<file path="src/rtl/image_draw_pkg.sv">
// image_draw_pkg
// Shared constants for the sprite compositor: default sprite size, pipeline
// latency, transparency key colour and the coordinate/colour widths.
// A small helper identifies the transparency key colour.
package image_draw_pkg;
   localparam int IMG_W_DEF = 48;
   localparam int IMG_H_DEF = 64;
   localparam int LATENCY   = 3;
   localparam int CNT_W     = 11;   // hcount/vcount width
   localparam int POS_W     = 12;   // xpos/ypos width
   localparam int RGB_W     = 12;
   localparam int ADDR_W    = 12;
   localparam int REL_W     = 13;   // signed relative coordinate width
   localparam logic [RGB_W-1:0] KEY_COLOUR = 12'hF0F;

   function automatic logic is_key(input logic [RGB_W-1:0] c);
      return c == KEY_COLOUR;
   endfunction
endpackage

</file>
<file path="src/rtl/signal_delay.sv">
// signal_delay
// Generic shift-register delay line with synchronous active-high reset.
// Ports:
//   clk  - clock
//   rst  - synchronous active-high reset, clears every stage
//   din  - WIDTH-bit input word
//   dout - din delayed by DEPTH clocks (DEPTH >= 1)
module signal_delay #(
   parameter int WIDTH = 1,
   parameter int DEPTH = 1
) (
   input  logic             clk,
   input  logic             rst,
   input  logic [WIDTH-1:0] din,
   output logic [WIDTH-1:0] dout
);
   logic [WIDTH-1:0] pipe [DEPTH];

   always_ff @(posedge clk) begin
      if (rst) begin
         for (int i = 0; i < DEPTH; i++) pipe[i] <= '0;
      end else begin
         pipe[0] <= din;
         for (int i = 1; i < DEPTH; i++) pipe[i] <= pipe[i-1];
      end
   end

   assign dout = pipe[DEPTH-1];
endmodule

</file>
<file path="src/rtl/image_draw.sv">
// image_draw
// Composites a sprite read from an external image ROM over a background
// pixel stream. Fixed latency of 3 clocks on every timing and colour signal.
// The sprite position is sampled into shadow registers only on a rising edge
// of vblnk_in, so the sprite moves between frames only.
// Optional feature (macro IMAGE_DRAW_TRANSPARENCY_EN): a ROM word equal to the
// key colour 12'hF0F is treated as outside the sprite.
// Ports:
//   clk, rst                 - clock, synchronous active-high reset
//   hcount_in, vcount_in     - pixel coordinates (11 bit)
//   hsync_in, vsync_in       - sync flags
//   hblnk_in, vblnk_in       - blanking flags
//   rgb_in                   - background colour {R,G,B}
//   xpos, ypos               - requested sprite top-left corner (12 bit)
//   pixel_addr               - image ROM address {y_rel[5:0], x_rel[5:0]}
//   rgb_pixel                - image ROM data, one clock after pixel_addr
//   *_out                    - inputs delayed by 3 clocks, rgb_out composited
module image_draw
   import image_draw_pkg::*;
#(
   parameter int IMG_W = IMG_W_DEF,
   parameter int IMG_H = IMG_H_DEF
) (
   input  logic              clk,
   input  logic              rst,
   input  logic [CNT_W-1:0]  hcount_in,
   input  logic [CNT_W-1:0]  vcount_in,
   input  logic              hsync_in,
   input  logic              vsync_in,
   input  logic              hblnk_in,
   input  logic              vblnk_in,
   input  logic [RGB_W-1:0]  rgb_in,
   input  logic [POS_W-1:0]  xpos,
   input  logic [POS_W-1:0]  ypos,
   output logic [ADDR_W-1:0] pixel_addr,
   input  logic [RGB_W-1:0]  rgb_pixel,
   output logic [CNT_W-1:0]  hcount_out,
   output logic [CNT_W-1:0]  vcount_out,
   output logic              hsync_out,
   output logic              vsync_out,
   output logic              hblnk_out,
   output logic              vblnk_out,
   output logic [RGB_W-1:0]  rgb_out
);
   localparam int TIM_W  = 2*CNT_W + 4 + RGB_W;
   localparam int HALF_A = ADDR_W / 2;
   localparam logic signed [REL_W-1:0] W_S = REL_W'(IMG_W);
   localparam logic signed [REL_W-1:0] H_S = REL_W'(IMG_H);

   logic [POS_W-1:0]        xpos_s, ypos_s;
   logic                    vblnk_prev;
   logic                    vblnk_rise;
   logic signed [REL_W-1:0] x_rel, y_rel;
   logic                    inside_p0;
   logic                    inside_p1, inside_p2;
   logic                    show_p2;
   logic [TIM_W-1:0]        tim_p0, tim_p2;
   logic [CNT_W-1:0]        hcount_p2, vcount_p2;
   logic                    hsync_p2, vsync_p2, hblnk_p2, vblnk_p2;
   logic [RGB_W-1:0]        rgb_p2;

   // Edge detector starts at 1 so a frame that begins in blanking does not
   // look like a fresh vblnk rise.
   assign vblnk_rise = vblnk_in & ~vblnk_prev;

   always_ff @(posedge clk) begin
      if (rst) begin
         xpos_s     <= '0;
         ypos_s     <= '0;
         vblnk_prev <= 1'b1;
      end else begin
         vblnk_prev <= vblnk_in;
         if (vblnk_rise) begin
            xpos_s <= xpos;
            ypos_s <= ypos;
         end
      end
   end

   // Zero-extended operands keep the subtraction signed without wrap-around,
   // so a sprite hanging off the right/bottom edge never reappears left/top.
   assign x_rel = $signed({2'b00, hcount_in}) - $signed({1'b0, xpos_s});
   assign y_rel = $signed({2'b00, vcount_in}) - $signed({1'b0, ypos_s});

   assign inside_p0 = !x_rel[REL_W-1] && (x_rel < W_S) &&
                      !y_rel[REL_W-1] && (y_rel < H_S) &&
                      !hblnk_in && !vblnk_in;

   assign tim_p0 = {hcount_in, vcount_in, hsync_in, vsync_in,
                    hblnk_in, vblnk_in, rgb_in};

   // ---- stage 1: ROM address and inside flag ----
   always_ff @(posedge clk) begin
      if (rst) begin
         pixel_addr <= '0;
         inside_p1  <= 1'b0;
      end else begin
         inside_p1  <= inside_p0;
         pixel_addr <= inside_p0 ? {y_rel[HALF_A-1:0], x_rel[HALF_A-1:0]} : '0;
      end
   end

   // ---- stage 2: aligned with rgb_pixel returning from the ROM ----
   always_ff @(posedge clk) begin
      if (rst) inside_p2 <= 1'b0;
      else     inside_p2 <= inside_p1;
   end

   signal_delay #(
      .WIDTH (TIM_W),
      .DEPTH (LATENCY - 1)
   ) u_tim_delay (
      .clk  (clk),
      .rst  (rst),
      .din  (tim_p0),
      .dout (tim_p2)
   );

   assign {hcount_p2, vcount_p2, hsync_p2, vsync_p2,
           hblnk_p2, vblnk_p2, rgb_p2} = tim_p2;

`ifdef IMAGE_DRAW_TRANSPARENCY_EN
   assign show_p2 = inside_p2 && !is_key(rgb_pixel);
`else
   assign show_p2 = inside_p2;
`endif

   // ---- stage 3: composited outputs ----
   always_ff @(posedge clk) begin
      if (rst) begin
         hcount_out <= '0;
         vcount_out <= '0;
         hsync_out  <= 1'b0;
         vsync_out  <= 1'b0;
         hblnk_out  <= 1'b0;
         vblnk_out  <= 1'b0;
         rgb_out    <= '0;
      end else begin
         hcount_out <= hcount_p2;
         vcount_out <= vcount_p2;
         hsync_out  <= hsync_p2;
         vsync_out  <= vsync_p2;
         hblnk_out  <= hblnk_p2;
         vblnk_out  <= vblnk_p2;
         if (hblnk_p2 || vblnk_p2) rgb_out <= '0;
         else if (show_p2)         rgb_out <= rgb_pixel;
         else                      rgb_out <= rgb_p2;
      end
   end
endmodule

</file>
<file path="config.mk">
export PLATFORM = sky130hd
export DESIGN_NAME = image_draw
export DESIGN_NICKNAME = d
export VERILOG_FILES = /design/src/rtl/image_draw_pkg.sv /design/src/rtl/signal_delay.sv /design/src/rtl/image_draw.sv
export SDC_FILE = /design/constraint.sdc
export NUM_CORES = 1
export LEC_CHECK = 0
export ABC_AREA = 1
export CAP_MARGIN = 25
export CORE_MARGIN = 4
export CORE_UTILIZATION = 51
export DETAILED_ROUTE_END_ITERATION = 12
export PLACE_DENSITY = 0.76
export SETUP_SLACK_MARGIN = 0.1
export SLEW_MARGIN = 10
export SYNTH_ARGS = -nofsm -noshare
export SYNTH_HDL_FRONTEND = slang
export SYNTH_SLANG_ARGS = --single-unit
</file>
<file path="constraint.sdc">
create_clock -name clk -period 2.25 [get_ports clk]
set_input_delay 0.225 -clock clk [delete_from_list [all_inputs] [get_ports clk]]
set_output_delay 0.225 -clock clk [all_outputs]
set_load 0.1 [all_outputs]
</file>
# [Yosys cells after proc, flatten, opt, wreduce, memory -nomap -nowiden]
# Memories as Yosys holds them, arrays and structs flattened.
# Cells that the tools add are included.
[totals] register_bits=77 ram_bits=76 inputBits=76 output_inout_bits=50 elab_cells=41 mem_count=1
[op_classes] n_addsub=2 n_lt_le_gt_ge=2 n_mux=6 bitwise=5 reduce_logical=12
[memory_table] name="u_tim_delay.pipe" depth=2 word_bits=38 rd=2 rd_clocked_by_memory_dff=0 wr=2 line_no="signal_delay.sv:17" source="logic [WIDTH-1:0] pipe [DEPTH];"
[op_table] op="$mux W38" n=2
[op_table] op="$sub A11 B12 Y13" n=2
[op_table] op="$lt A13 B7 Y1 const B" n=1
[op_table] op="$lt A13 B8 Y1 const B" n=1
[op_table] op="$mux W12" n=1
[op_table] op="$logic_and A1 B1 Y1" n=5
[op_table] op="$logic_not A1 Y1" n=4
[op_table] op="$reduce_or A2 Y1" n=2
[op_table] op="$mux W1" n=3
[op_table] op="$not A1 Y1" n=2
[op_table] op="$or A1 B1 Y1" n=2
[op_table] op="$and A1 B1 Y1" n=1
[op_table] op="$logic_or A1 B1 Y1" n=1

# [Logic depth before layout (Yosys ltp)]
# Gate-level depths: netlist (run 1).
[depth] word_depth=9 mapped_depth=15 depth_no_buf=14

# [Hierarchy]
# Synthesis (run 1) repeated with hierarchy kept, for this count alone.
[unflattened] cells_unflattened=819 area_unflattened_um2=6262.3
[modules_own_cells] mod="image_draw" n_inst=1 cells_each=545 area_each_um2=3817.4 seq_area_each_um2=1541.5
[modules_own_cells] mod="signal_delay" n_inst=1 cells_each=274 area_each_um2=2444.8 seq_area_each_um2=1521.5

# [Worst setup path before layout (run 1)]
# OpenSTA, ideal clock, no wires.
[synth_timing] kind="register -> register" from="register ypos_s[0]" to="register pixel_addr[7]" arrival_time_ps=1842 t_required_ps=2177 setup_slack_ps=335 path_stages_with_launch=14 synth_period_minus_slack_ps=1915 path_cell_list="dfxtp_1 -> ha_1 -> inv_1 -> fa_1 -> nand3_1 -> nand3_2 -> nand2_1 -> nand3b_1 -> nand2_1 -> nand2_1 -> nor2_1 -> nand3_2 -> buf_6 -> nor3_2"
[synth_via] elab_chain_len=8 word_cells_on_any_way=9
[synth_lines] element="start, declared" line_no="image_draw.sv:50" source="logic [POS_W-1:0] xpos_s, ypos_s;"
[synth_lines] element="start signal, assigned" line_no="image_draw.sv:75" source="ypos_s <= ypos;"
[synth_lines] element="$sub A11 B12 Y13 (*)" line_no="image_draw.sv:83" source="assign y_rel = $signed({2'b00, vcount_in}) - $signed({1'b0, ypos_s});"
[synth_lines] element="branches (longest 7 deep; another with $lt A13 B8 Y1)"
[synth_lines] element="end signal, assigned" line_no="image_draw.sv:99" source="pixel_addr <= inside_p0 ? {y_rel[HALF_A-1:0], x_rel[HALF_A-1:0]} : '0;"
[synth_lines] element="end, declared" line_no="image_draw.sv:35" source="output logic [ADDR_W-1:0] pixel_addr,"
# Mark *: on every way between the ends.
# A chain may end at the register's enable or synchronous reset.

# [Final worst setup path (run 1)]
[layout_timing] from="input hcount_in[0]" to="register pixel_addr[11]"
[layout_via] elab_chain_len=9 word_cells_on_any_way=10
[layout_lines] element="start, declared" line_no="image_draw.sv:26" source="input logic [CNT_W-1:0] hcount_in,"
[layout_lines] element="$sub A11 B12 Y13 (*)" line_no="image_draw.sv:82" source="assign x_rel = $signed({2'b00, hcount_in}) - $signed({1'b0, xpos_s});"
[layout_lines] element="$lt A13 B7 Y1 or $logic_not A1 Y1 (tied branches)" line_no="image_draw.sv:85" source="assign inside_p0 = !x_rel[REL_W-1] && (x_rel < W_S) &&"
[layout_lines] element="$logic_and A1 B1 Y1 (*) (2 in series)" line_no="image_draw.sv:85"
[layout_lines] element="$logic_and A1 B1 Y1 (*) (2 in series)" line_no="image_draw.sv:86" source="!y_rel[REL_W-1] && (y_rel < H_S) &&"
[layout_lines] element="$logic_and A1 B1 Y1 (*)" line_no="image_draw.sv:87" source="!hblnk_in && !vblnk_in;"
[layout_lines] element="$not A1 Y1 (no source line) (*)"
[layout_lines] element="$reduce_or A2 Y1 (no source line) (*)"
# Every way passes the cells marked *; elsewhere a longest branch is shown, timed or not.

==> impl_metrics.env, run 1 <==
export IMPL_grt_usage_pct=20.3
export IMPL_vdd_ir_drop_worst_v=0.000766
export IMPL_synth_cells=773
export IMPL_grt_pass1_vias=4513
export IMPL_end_kind="flip-flop"
export IMPL_diodes=0
export IMPL_reg2reg_from="xpos_s[0]"
export IMPL_clkTransAtPathRegs_ns=0.06
export IMPL_antenna_found_initial=0
export IMPL_clkSinkCount=153
export IMPL_final_setup_tns_ns=0
export IMPL_slew_viol_final=0
export IMPL_die_height_um=116
export IMPL_syn_num_nets=873
export IMPL_via_per_inst=4.57
export IMPL_wl_um=13900
export IMPL_synthesis_area_um2=5920
export IMPL_first_pass_iters=5
export IMPL_hp_class="primary input to flip-flop"
export IMPL_drc=0
export IMPL_drv_cap=0
export IMPL_yosys_area_top_type="dfxtp_1"
export IMPL_rsz0062_at_grt="false"
export IMPL_clock_skew_ns=0.00780
export IMPL_drive_gt1_share_pct=18.1
export IMPL_fin_area_um2=8250
export IMPL_dpl_hpwl_um=9960
export IMPL_vias=4977
export IMPL_area_growth_pct=39.3
export IMPL_synth_flop_cell="dfxtp_1"
export IMPL_synthTopCellsByCount="inv_1, dfxtp_1, nor2_1"
export IMPL_row_count=39
export IMPL_boundaryPins=126
export IMPL_worstSetupStartpoint="hcount_in[0]"
export IMPL_ys_types=26
export IMPL_wl_per_cell_um=12.8
export IMPL_cts_tree="built"
export IMPL_synth_avg_cell_area_um2=7.66
export IMPL_overflow=0
export IMPL_power_density_nw_per_um2=798
export IMPL_fill_cells=872
export IMPL_cp_start_kind="primary input"
export IMPL_finalNetCount=1033
export IMPL_required_ns=2.60
export IMPL_finalCritPeriodShare_pct=93.7
export IMPL_async_flop_share_pct=0
export IMPL_clk_latency_ns=0.42
export IMPL_synthMostInstantiatedCell="inv_1"
export IMPL_first_iter_violations=345
export IMPL_cts_max_level=4
export IMPL_period_minus_slack_ns=2.11
export IMPL_finalHoldViolCount=0
export IMPL_port_buffer_count=125
export IMPL_hold_slack_ns=0.318
export IMPL_fp_dieW_um=116
export IMPL_grt_start_max_net_pins=102
export IMPL_antenna_left=0
export IMPL_synth_top_area_share_pct=51.7
export IMPL_clk_path_buf_depth=2
export IMPL_grt_pass1_wl_um=21000
export IMPL_yosysSeqAreaShare_pct=51.7
export IMPL_status="complete, no violations"
export IMPL_start_util_pct=52.1
export IMPL_synth_edff_count=0
export IMPL_crit_fanout=6
export IMPL_min_from="rgb_in[1]"
export IMPL_worst_pin_slew_ns=0.930
export IMPL_cts_root_buf="clkbuf_16"
export IMPL_critical_path_class="primary input to flip-flop"
export IMPL_place_congestion=0.869
export IMPL_synth_warning_count=0
export IMPL_synth_area_leaders="dfxtp_1, inv_1, nor2_1"
export IMPL_cts_buffers_inserted=17
export IMPL_dieArea_um2=13400
export IMPL_fmaxAchievable_ghz=0.475
export IMPL_leakage_nw=3.91
export IMPL_max_slew_margin_pct=38.0
export IMPL_finalWorstSetupSlack_ns=0.143
export IMPL_cp_arrival_ns=2.46
export IMPL_postLayoutCoreUtil_pct=72.6
export IMPL_place_ws_ns=-0.276
export IMPL_setup_viol=0
export IMPL_ys_ff_latch=153
export IMPL_dpl_cell_area_um2=7400
export IMPL_core_area_um2=11400
-- metrics by stage --
stage	std cells	total power [W]
after floorplan	773	0.00348
after detailed placement	1052	0.00384
after global placement	1052	0.00383
after CTS	1085	0.00655
final	1089	0.00659
after global routing	1089	0.00685
-- critical path, cell delays in order --
cell and delay [ns]:
clkdlybuf4s50_1 0.42, inv_2 0.11, ha_4 0.14, inv_2 0.04
fa_2 0.36, buf_4 0.14, buf_4 0.14, nand3_2 0.08
nand3_1 0.08, nand2_1 0.06, nand2_1 0.05, nor2_2 0.11
nand3_2 0.14, clkbuf_16 0.20, nor3_4 0.15
-- final cells by class --
class | count | area (µm²) | area share (%)
inverters | 175 | 657 | 7.96
multi-input cells | 422 | 2310 | 28.0
well taps | 143 | 179 | 2.17
clock inverters | 11 | 113 | 1.37
clock buffers | 21 | 460 | 5.58
flip-flops and latches | 153 | 3070 | 37.2
repair buffers | 164 | 1460 | 17.7
-- timing repair --
item                                    CTS  global route
cloned                                    0             1
endpoints found under the setup margin    1            13
pin swaps                                 0            14
endpoints found under the hold margin     1             0
setup buffers                             0             3
hold buffers                              1             0
gates resized for setup                   1            40
-- flip-flops by register name, indices dropped and copies added (netlist names) --
signal,flops
hblnk_out,1
hcount_out,11
hsync_out,1
inside_p1,1
inside_p2,1
pixel_addr,12
rgb_out,12
u_tim_delay.pipe,76
vblnk_out,1
vblnk_prev,1
vcount_out,11
vsync_out,1
xpos_s,12
ypos_s,12
-- cell families (layout without fill, tap and decap cells) --
group,Yosys count,after routing,synth area share [%]
compound gates,72,72,6.23
xor+xnor,6,6,0.887
fa+ha+maj,24,24,5.32
buf+inv,198,371,12.8
flops,153,153,51.7
simple gates,320,320,23.0
-- cell usage in the layout (no fill, tap or decap), types with 12 or more instances in the layout --
cell / netlist / routed
ha_1: 22 / 12
inv_1: 172 / 168
clkbuf_16: 0 / 18
nand3_1: 25 / 22
nand2_1: 129 / 125
buf_4: 0 / 86
o21ai_0: 26 / 26
clkdlybuf4s50_1: 0 / 74
dfxtp_1: 153 / 151
a21oi_1: 43 / 42
nor2_1: 135 / 132
-- per-layer routing --
layer | global-route usage (%) | share of wire (%) | vias up
met5 | 0 | 0 | -
met4 | 7.12 | 1.4 | 0
li1 | - | - | 2620
met1 | 26.3 | 44 | 2196
met3 | 5.12 | 6.3 | 17
met2 | 33.1 | 48 | 144
-- where the power goes --
part	internal [W]	switching [W]	total (W)
sequential	0.00281	0.0000277	0.00284
clock	0.00160	0.00113	0.00273
combinational	0.000419	0.000597	0.00102
total	0.00483	0.00176	0.00659
-- worst paths after layout --
check,to,slack [ns],cells past startpoint
worst max-delay path,pixel_addr[11],0.14,15
worst min-delay path,u_tim_delay.pipe[0][1],0.32,3
worst max register to register,pixel_addr[11],0.14,13
worst min register to register,u_tim_delay.pipe[0][42],0.40,2
No activity file was read; power rests on OpenSTA's default activity.
==> run 2, diff against run 1 <==
--- a/config.mk
+++ b/config.mk
@@ -8,9 +8,10 @@
 export ABC_AREA = 1
 export CAP_MARGIN = 25
 export CORE_MARGIN = 4
-export CORE_UTILIZATION = 51
+export CORE_UTILIZATION = 52
 export DETAILED_ROUTE_END_ITERATION = 12
-export PLACE_DENSITY = 0.76
+export HOLD_SLACK_MARGIN = 0.06
+export PLACE_DENSITY = 0.77
 export SETUP_SLACK_MARGIN = 0.1
 export SLEW_MARGIN = 10
 export SYNTH_ARGS = -nofsm -noshare
==> constraint.sdc (replaced) <==
create_clock -name clk -period 2.6 [get_ports clk]
set_input_delay 0.26 -clock clk [delete_from_list [all_inputs] [get_ports clk]]
set_output_delay 0.26 -clock clk [all_outputs]
set_load 0.1 [all_outputs]
==> run 2 against run 1 <==
Clock skew is 0.0059 ns higher; sequential share of layout area rose by 2.5 points; global-route usage down 0.17 points; cell count is 3.5% lower; combinational power decreased by 25%; count of clock-buffer cells in the layout rose by 1; final area down 6.4%.
==> impl_metrics.env, run 2 (synthesis results as in run 1) <==
export IMPL_overflow=0
export IMPL_worst_pin_slew_ns=0.962
export IMPL_worst_path_max_delay_cell="fa_1"
export IMPL_post_cts_setup_buffer_count=0
export IMPL_clock_skew_ns=0.0137
export IMPL_slowest_delay_ns=0.43
export IMPL_met2_length_um=6010
export IMPL_drv_cap=0
export IMPL_diodes=0
export IMPL_dpl_cell_area_um2=7170
export IMPL_first_iter_violations=276
export IMPL_regToRegSetupSlack_ns=0.36
export IMPL_critical_path_class="flip-flop to flip-flop"
export IMPL_grt_start_max_net_pins=104
export IMPL_grt_usage_pct=20.1
export IMPL_cts_max_level=4
export IMPL_antenna_left=0
export IMPL_crit_fanout=13
export IMPL_finalWorstSetupSlack_ns=0.360
export IMPL_dr_wl_met3_um=965
export IMPL_max_flop_register="u_tim_delay.pipe"
export IMPL_highest_layer="met4"
export IMPL_dieArea_um2=13200
export IMPL_cts_root_buf="clkbuf_16"
export IMPL_worstPathCellList="ha_1, inv_1, fa_1, nand2_1, nand3_2, nand3_1, nand3b_1, nand2_1, nand3_1, nor2_1, nand3_4, nor3_1"
export IMPL_crit_buf_inv=1
export IMPL_vias=4854
export IMPL_required_ns=2.94
export IMPL_seqCellArea_um2=3060
export IMPL_dpl_hpwl_um=9680
export IMPL_end_kind="flip-flop"
export IMPL_wl_um=12900
export IMPL_fp_dieW_um=115
export IMPL_fmaxAchievable_ghz=0.446
export IMPL_dp_cells=1021
export IMPL_fill_cells=895
export IMPL_fin_cells=1051
export IMPL_rsz0062_at_grt="false"
export IMPL_multi_input_area_um2=2120
export IMPL_grt_pass1_vias=4520
export IMPL_finalCritPeriodShare_pct=86.2
export IMPL_cts_buffers_inserted=17
export IMPL_final_common_cell="inv_1"
export IMPL_power_density_nw_per_um2=713
export IMPL_cp_start_kind="flip-flop"
export IMPL_cts_tree="built"
export IMPL_wl_per_cell_um=12.3
export IMPL_clk_path_buf_depth=2
export IMPL_m1WireLength_um=5640
export IMPL_clkSinkCount=153
export IMPL_setup_viol=0
export IMPL_holdBufCountCts=0
export IMPL_clk_latency_ns=0.42
export IMPL_place_congestion=0.989
export IMPL_cp_arrival_ns=2.58
export IMPL_via_per_inst=4.62
export IMPL_period_minus_slack_ns=2.24
export IMPL_boundaryPins=126
export IMPL_place_ws_ns=-0.119
export IMPL_clkTransAtPathRegs_ns=0.06
export IMPL_max_slew_margin_pct=35.9
export IMPL_slew_viol_final=0
export IMPL_critical_path_top_delay_family="simple AND/OR/NAND/NOR gates"
export IMPL_fin_area_um2=7720
export IMPL_drive_gt1_share_pct=11.3
export IMPL_die_height_um=115
export IMPL_area_growth_pct=30.4
export IMPL_row_count=38
export IMPL_layout_common_cells="inv_1, dfxtp_1, nor2_1, nand2_1, clkdlybuf4s50_1"
export IMPL_start_util_pct=53.9
export IMPL_grt_pass1_wl_um=20600
export IMPL_finalNetCount=1000
export IMPL_status="complete, no violations"
export IMPL_drc=0
export IMPL_first_pass_iters=5
export IMPL_port_buffer_count=125
export IMPL_finalHoldViolCount=0
export IMPL_vdd_ir_drop_worst_v=0.000555
export IMPL_leakage_nw=3.67
export IMPL_antenna_found_initial=0
export IMPL_core_area_um2=11000
export IMPL_largest_reg_flops=76
export IMPL_hp_class="primary input to flip-flop"
==> run 2: cell types whose count changed in the layout (fill, tap and decap cells not counted), moves of 6 or more <==
| cell | previous run | this run |
|---|---|---|
| ha_4 | 9 | 0 |
| buf_4 | 86 | 57 |
| ha_1 | 12 | 22 |
| nor3_4 | 6 | 0 |
==> run 2: metal layers <==
metal	up-vias	GRT usage, %
met5	-	0
met4	0	8.84
met3	24	5.87
met2	145	32.9
met1	2134	24.7
li1	2551	-
==> run 2: worst reg2reg max path: stages (launching register included) <==
cell	delay, ns
dfxtp_1	0.36
ha_1	0.17
inv_1	0.07
fa_1	0.43
nand2_1	0.11
nand3_2	0.09
nand3_1	0.10
nand3b_1	0.08
nand2_1	0.07
nand3_1	0.06
nor2_1	0.20
nand3_4	0.22
nor3_1	0.19
==> run 2: repair_timing <==
item	in CTS	in global routing
setup endpoints to repair	0	3
endpoints found under the hold margin	0	0
resized for setup	0	2
==> run 2: layout make-up <==
class                   instances  area share, %
flip-flops and latches        153           39.7
repair buffers                131           15.1
well taps                     140           2.27
clock buffers                  22           5.75
multi-input cells             422           27.4
inverters                     175           8.50
clock inverters                 8           1.30
==> run 2: metrics by stage <==
stage / hold WS (ns) / TNS [ns] / total power [W] / utilization (%)
2_1_floorplan: 0.367 / 0 / 0.00302 / -
3_3_place_gp: 0.389 / -0.0271 / 0.00325 / 65.2
3_5_place_dp: 0.393 / -0.942 / 0.00326 / 65.2
4_1_cts: 0.0683 / 0 / 0.00554 / 70.2
5_1_grt: 0.0950 / 0 / 0.00575 / 70.3
6_report: 0.0792 / 0 / 0.00551 / 70.3
==> run 2: path summary, 6_finish.rpt <==
kind                            from  cells after the start                 endpoint
max                        xpos_s[0]                     12            pixel_addr[1]
min                              rst                      3               vblnk_prev
max reg2reg                xpos_s[0]                     12            pixel_addr[1]
min reg2reg  u_tim_delay.pipe[0][13]                      2  u_tim_delay.pipe[0][51]
==> run 2: where the power goes <==
group	total, W	leakage (nW)	switching, W	internal [W]
clock	0.00228	0.264	0.000887	0.00140
combinational	0.000765	2.16	0.000476	0.000288
sequential	0.00246	1.26	0.0000241	0.00244
==> run 3, diff against run 2 <==
--- a/config.mk
+++ b/config.mk
@@ -6,10 +6,11 @@
 export NUM_CORES = 1
 export LEC_CHECK = 0
 export ABC_AREA = 1
-export CAP_MARGIN = 25
+export CAP_MARGIN = 20
 export CORE_MARGIN = 4
 export CORE_UTILIZATION = 52
 export DETAILED_ROUTE_END_ITERATION = 12
+export GPL_TIMING_DRIVEN = 0
 export HOLD_SLACK_MARGIN = 0.06
 export PLACE_DENSITY = 0.77
 export SETUP_SLACK_MARGIN = 0.1
==> run 3 against run 2 <==
Worst setup slack lost 0.098 ns; first-iteration DRC count shrank 8.0%; flip-flop and latch count is the same; via count increased by 2.1%; cell count is 1.7% higher; die area did not move; non-clock buffer count increased by 16; combinational power up 2%; count of clock-buffer cells in the layout is 5 lower; routed wire length up 8.7%; sequential share of layout area fell by 0.98 points.
==> impl_metrics.env, run 3 (synthesis results as in run 1) <==
export IMPL_status="complete, no violations"
export IMPL_reg2reg_to="pixel_addr[8]"
export IMPL_cp_arrival_ns=2.67
export IMPL_start_util_pct=53.9
export IMPL_finalHoldViolCount=0
export IMPL_leakage_nw=3.61
export IMPL_layout_common_cells="inv_1, dfxtp_1, nor2_1, nand2_1, clkdlybuf4s50_1"
export IMPL_worst_pin_slew_ns=1.02
export IMPL_post_cts_setup_buffer_count=0
export IMPL_first_iter_violations=254
export IMPL_clkSinkCount=153
export IMPL_largest_reg_flops=76
export IMPL_vias=4956
export IMPL_wl_um=14000
export IMPL_clk_latency_ns=0.41
export IMPL_cts_buffers_inserted=17
export IMPL_post_cts_resized=0
export IMPL_drv_cap=0
export IMPL_boundaryPins=126
export IMPL_vdd_ir_drop_worst_v=0.000489
export IMPL_fin_cells=1069
export IMPL_setup_viol=0
export IMPL_fp_dieW_um=115
export IMPL_core_area_um2=11000
export IMPL_power_density_nw_per_um2=710
export IMPL_clk_path_buf_depth=2
export IMPL_required_ns=2.94
export IMPL_reg2regPathDepth=13
export IMPL_drc=0
export IMPL_seqCellArea_um2=3060
export IMPL_critical_path_class="primary input to flip-flop"
export IMPL_antenna_left=0
export IMPL_cts_root_buf="clkbuf_16"
export IMPL_grt_pass1_vias=4789
export IMPL_cts_max_level=4
export IMPL_area_growth_pct=33.7
export IMPL_row_count=38
export IMPL_max_flop_register="u_tim_delay.pipe"
export IMPL_hp_class="primary input to flip-flop"
export IMPL_via_per_inst=4.64
export IMPL_period_minus_slack_ns=2.34
export IMPL_end_kind="flip-flop"
export IMPL_antenna_found_initial=0
export IMPL_max_slew_margin_pct=32.1
export IMPL_regToRegSetupSlack_ns=0.33
export IMPL_drive_gt1_share_pct=5.92
export IMPL_dieArea_um2=13200
export IMPL_final_common_cell="inv_1"
export IMPL_fill_cells=823
export IMPL_grt_usage_pct=22.0
export IMPL_place_ws_ns=-0.145
export IMPL_grt_start_max_net_pins=17
export IMPL_wl_per_cell_um=13.1
export IMPL_rsz0062_at_grt="false"
export IMPL_clock_skew_ns=0.0134
export IMPL_dp_cells=1037
export IMPL_die_height_um=115
export IMPL_finalCritPeriodShare_pct=89.9
export IMPL_port_buffer_count=124
export IMPL_holdBufCountCts=0
export IMPL_fmaxAchievable_ghz=0.428
export IMPL_worstSetupStartpoint="hcount_in[0]"
export IMPL_clkTransAtPathRegs_ns=0.07
export IMPL_place_congestion=0.847
export IMPL_grt_pass1_wl_um=22600
export IMPL_overflow=0
export IMPL_slew_viol_final=0
export IMPL_dpl_cell_area_um2=7340
export IMPL_finalWorstSetupSlack_ns=0.262
export IMPL_first_pass_iters=4
export IMPL_cp_endpoint="pixel_addr[8]"
export IMPL_diodes=0
export IMPL_dpl_hpwl_um=10900
export IMPL_fin_area_um2=7920
export IMPL_multi_input_area_um2=2100
export IMPL_crit_fanout=10
export IMPL_finalNetCount=1016
export IMPL_cp_start_kind="primary input"
export IMPL_cts_tree="built"
export IMPL_reg2reg_from="xpos_s[0]"
-- run 3: cell types whose count changed in the layout (fill, tap and decap cells not counted) --
cell	delta
buf_6	+2
clkdlybuf4s50_1	+50
inv_6	+5
nand3_4	-2
clkinvlp_4	-1
nand3_2	+2
clkbuf_1	+16
bufinv_16	-1
inv_8	+3
clkinv_8	+1
buf_4	-57
-- run 3: metal layers --
layer  up-vias  global-route usage (%)  part of all wire, %
li1       2586                       -                    -
met1      2220                    26.7                   45
met2       140                    38.4                   48
met3        10                    5.97                  5.7
met4         0                    6.10                  1.3
met5         -                       0                    0
-- run 3: layout make-up --
| class | instances | area share [%] |
|---|---|---|
| Timing Repair Buffer | 124 | 15.7 |
| Sequential cell | 153 | 38.7 |
| Inverter | 175 | 8.29 |
| Clock buffer | 17 | 5.37 |
| Buffer | 23 | 1.28 |
| Tap cell | 140 | 2.21 |
| Multi-Input combinational cell | 422 | 26.5 |
| Clock inverter | 15 | 1.97 |
-- run 3: how the worst min path moves through the flow --
| stage | start | end | cells after the start |
|---|---|---|---|
| floorplan | rgb_in[0] | u_tim_delay.pipe[0][0] | 2 |
| global placement | u_tim_delay.pipe[0][33] | u_tim_delay.pipe[0][71] | 2 |
| detailed placement | u_tim_delay.pipe[0][20] | u_tim_delay.pipe[0][58] | 2 |
| CTS | rst | vblnk_prev | 3 |
| global route | rst | vblnk_prev | 3 |
| finish | rst | vblnk_prev | 3 |
-- run 3: power by group --
| group | total, W | switching [W] | internal (W) |
|---|---|---|---|
| clock network | 0.00238 | 0.00103 | 0.00136 |
| registers | 0.00246 | 0.0000244 | 0.00243 |
| logic | 0.000779 | 0.000486 | 0.000293 |
-- run 3: critical path, stage by stage --
cell             delay (ns)
clkdlybuf4s50_1        0.40
inv_1                  0.14
ha_1                   0.17
inv_1                  0.07
fa_1                   0.45
nand2_1                0.11
nand3_2                0.10
nand3b_1               0.09
nand2_1                0.10
nand3_1                0.10
nand2_1                0.06
nor2_2                 0.14
nand3_2                0.13
buf_6                  0.18
nor3_2                 0.16
-- run 3: metrics by stage --
step	TNS [ns]	total power (W)	hold WS, ns	util, %
finish	0	0.00562	0.293	72.1
CTS	0	0.00567	0.276	72.1
detailed placement	-1.25	0.00328	0.394	66.8
floorplan	0	0.00302	0.367	-
global placement	-1.07	0.00327	0.388	66.8
global route	0	0.00586	0.353	72.1
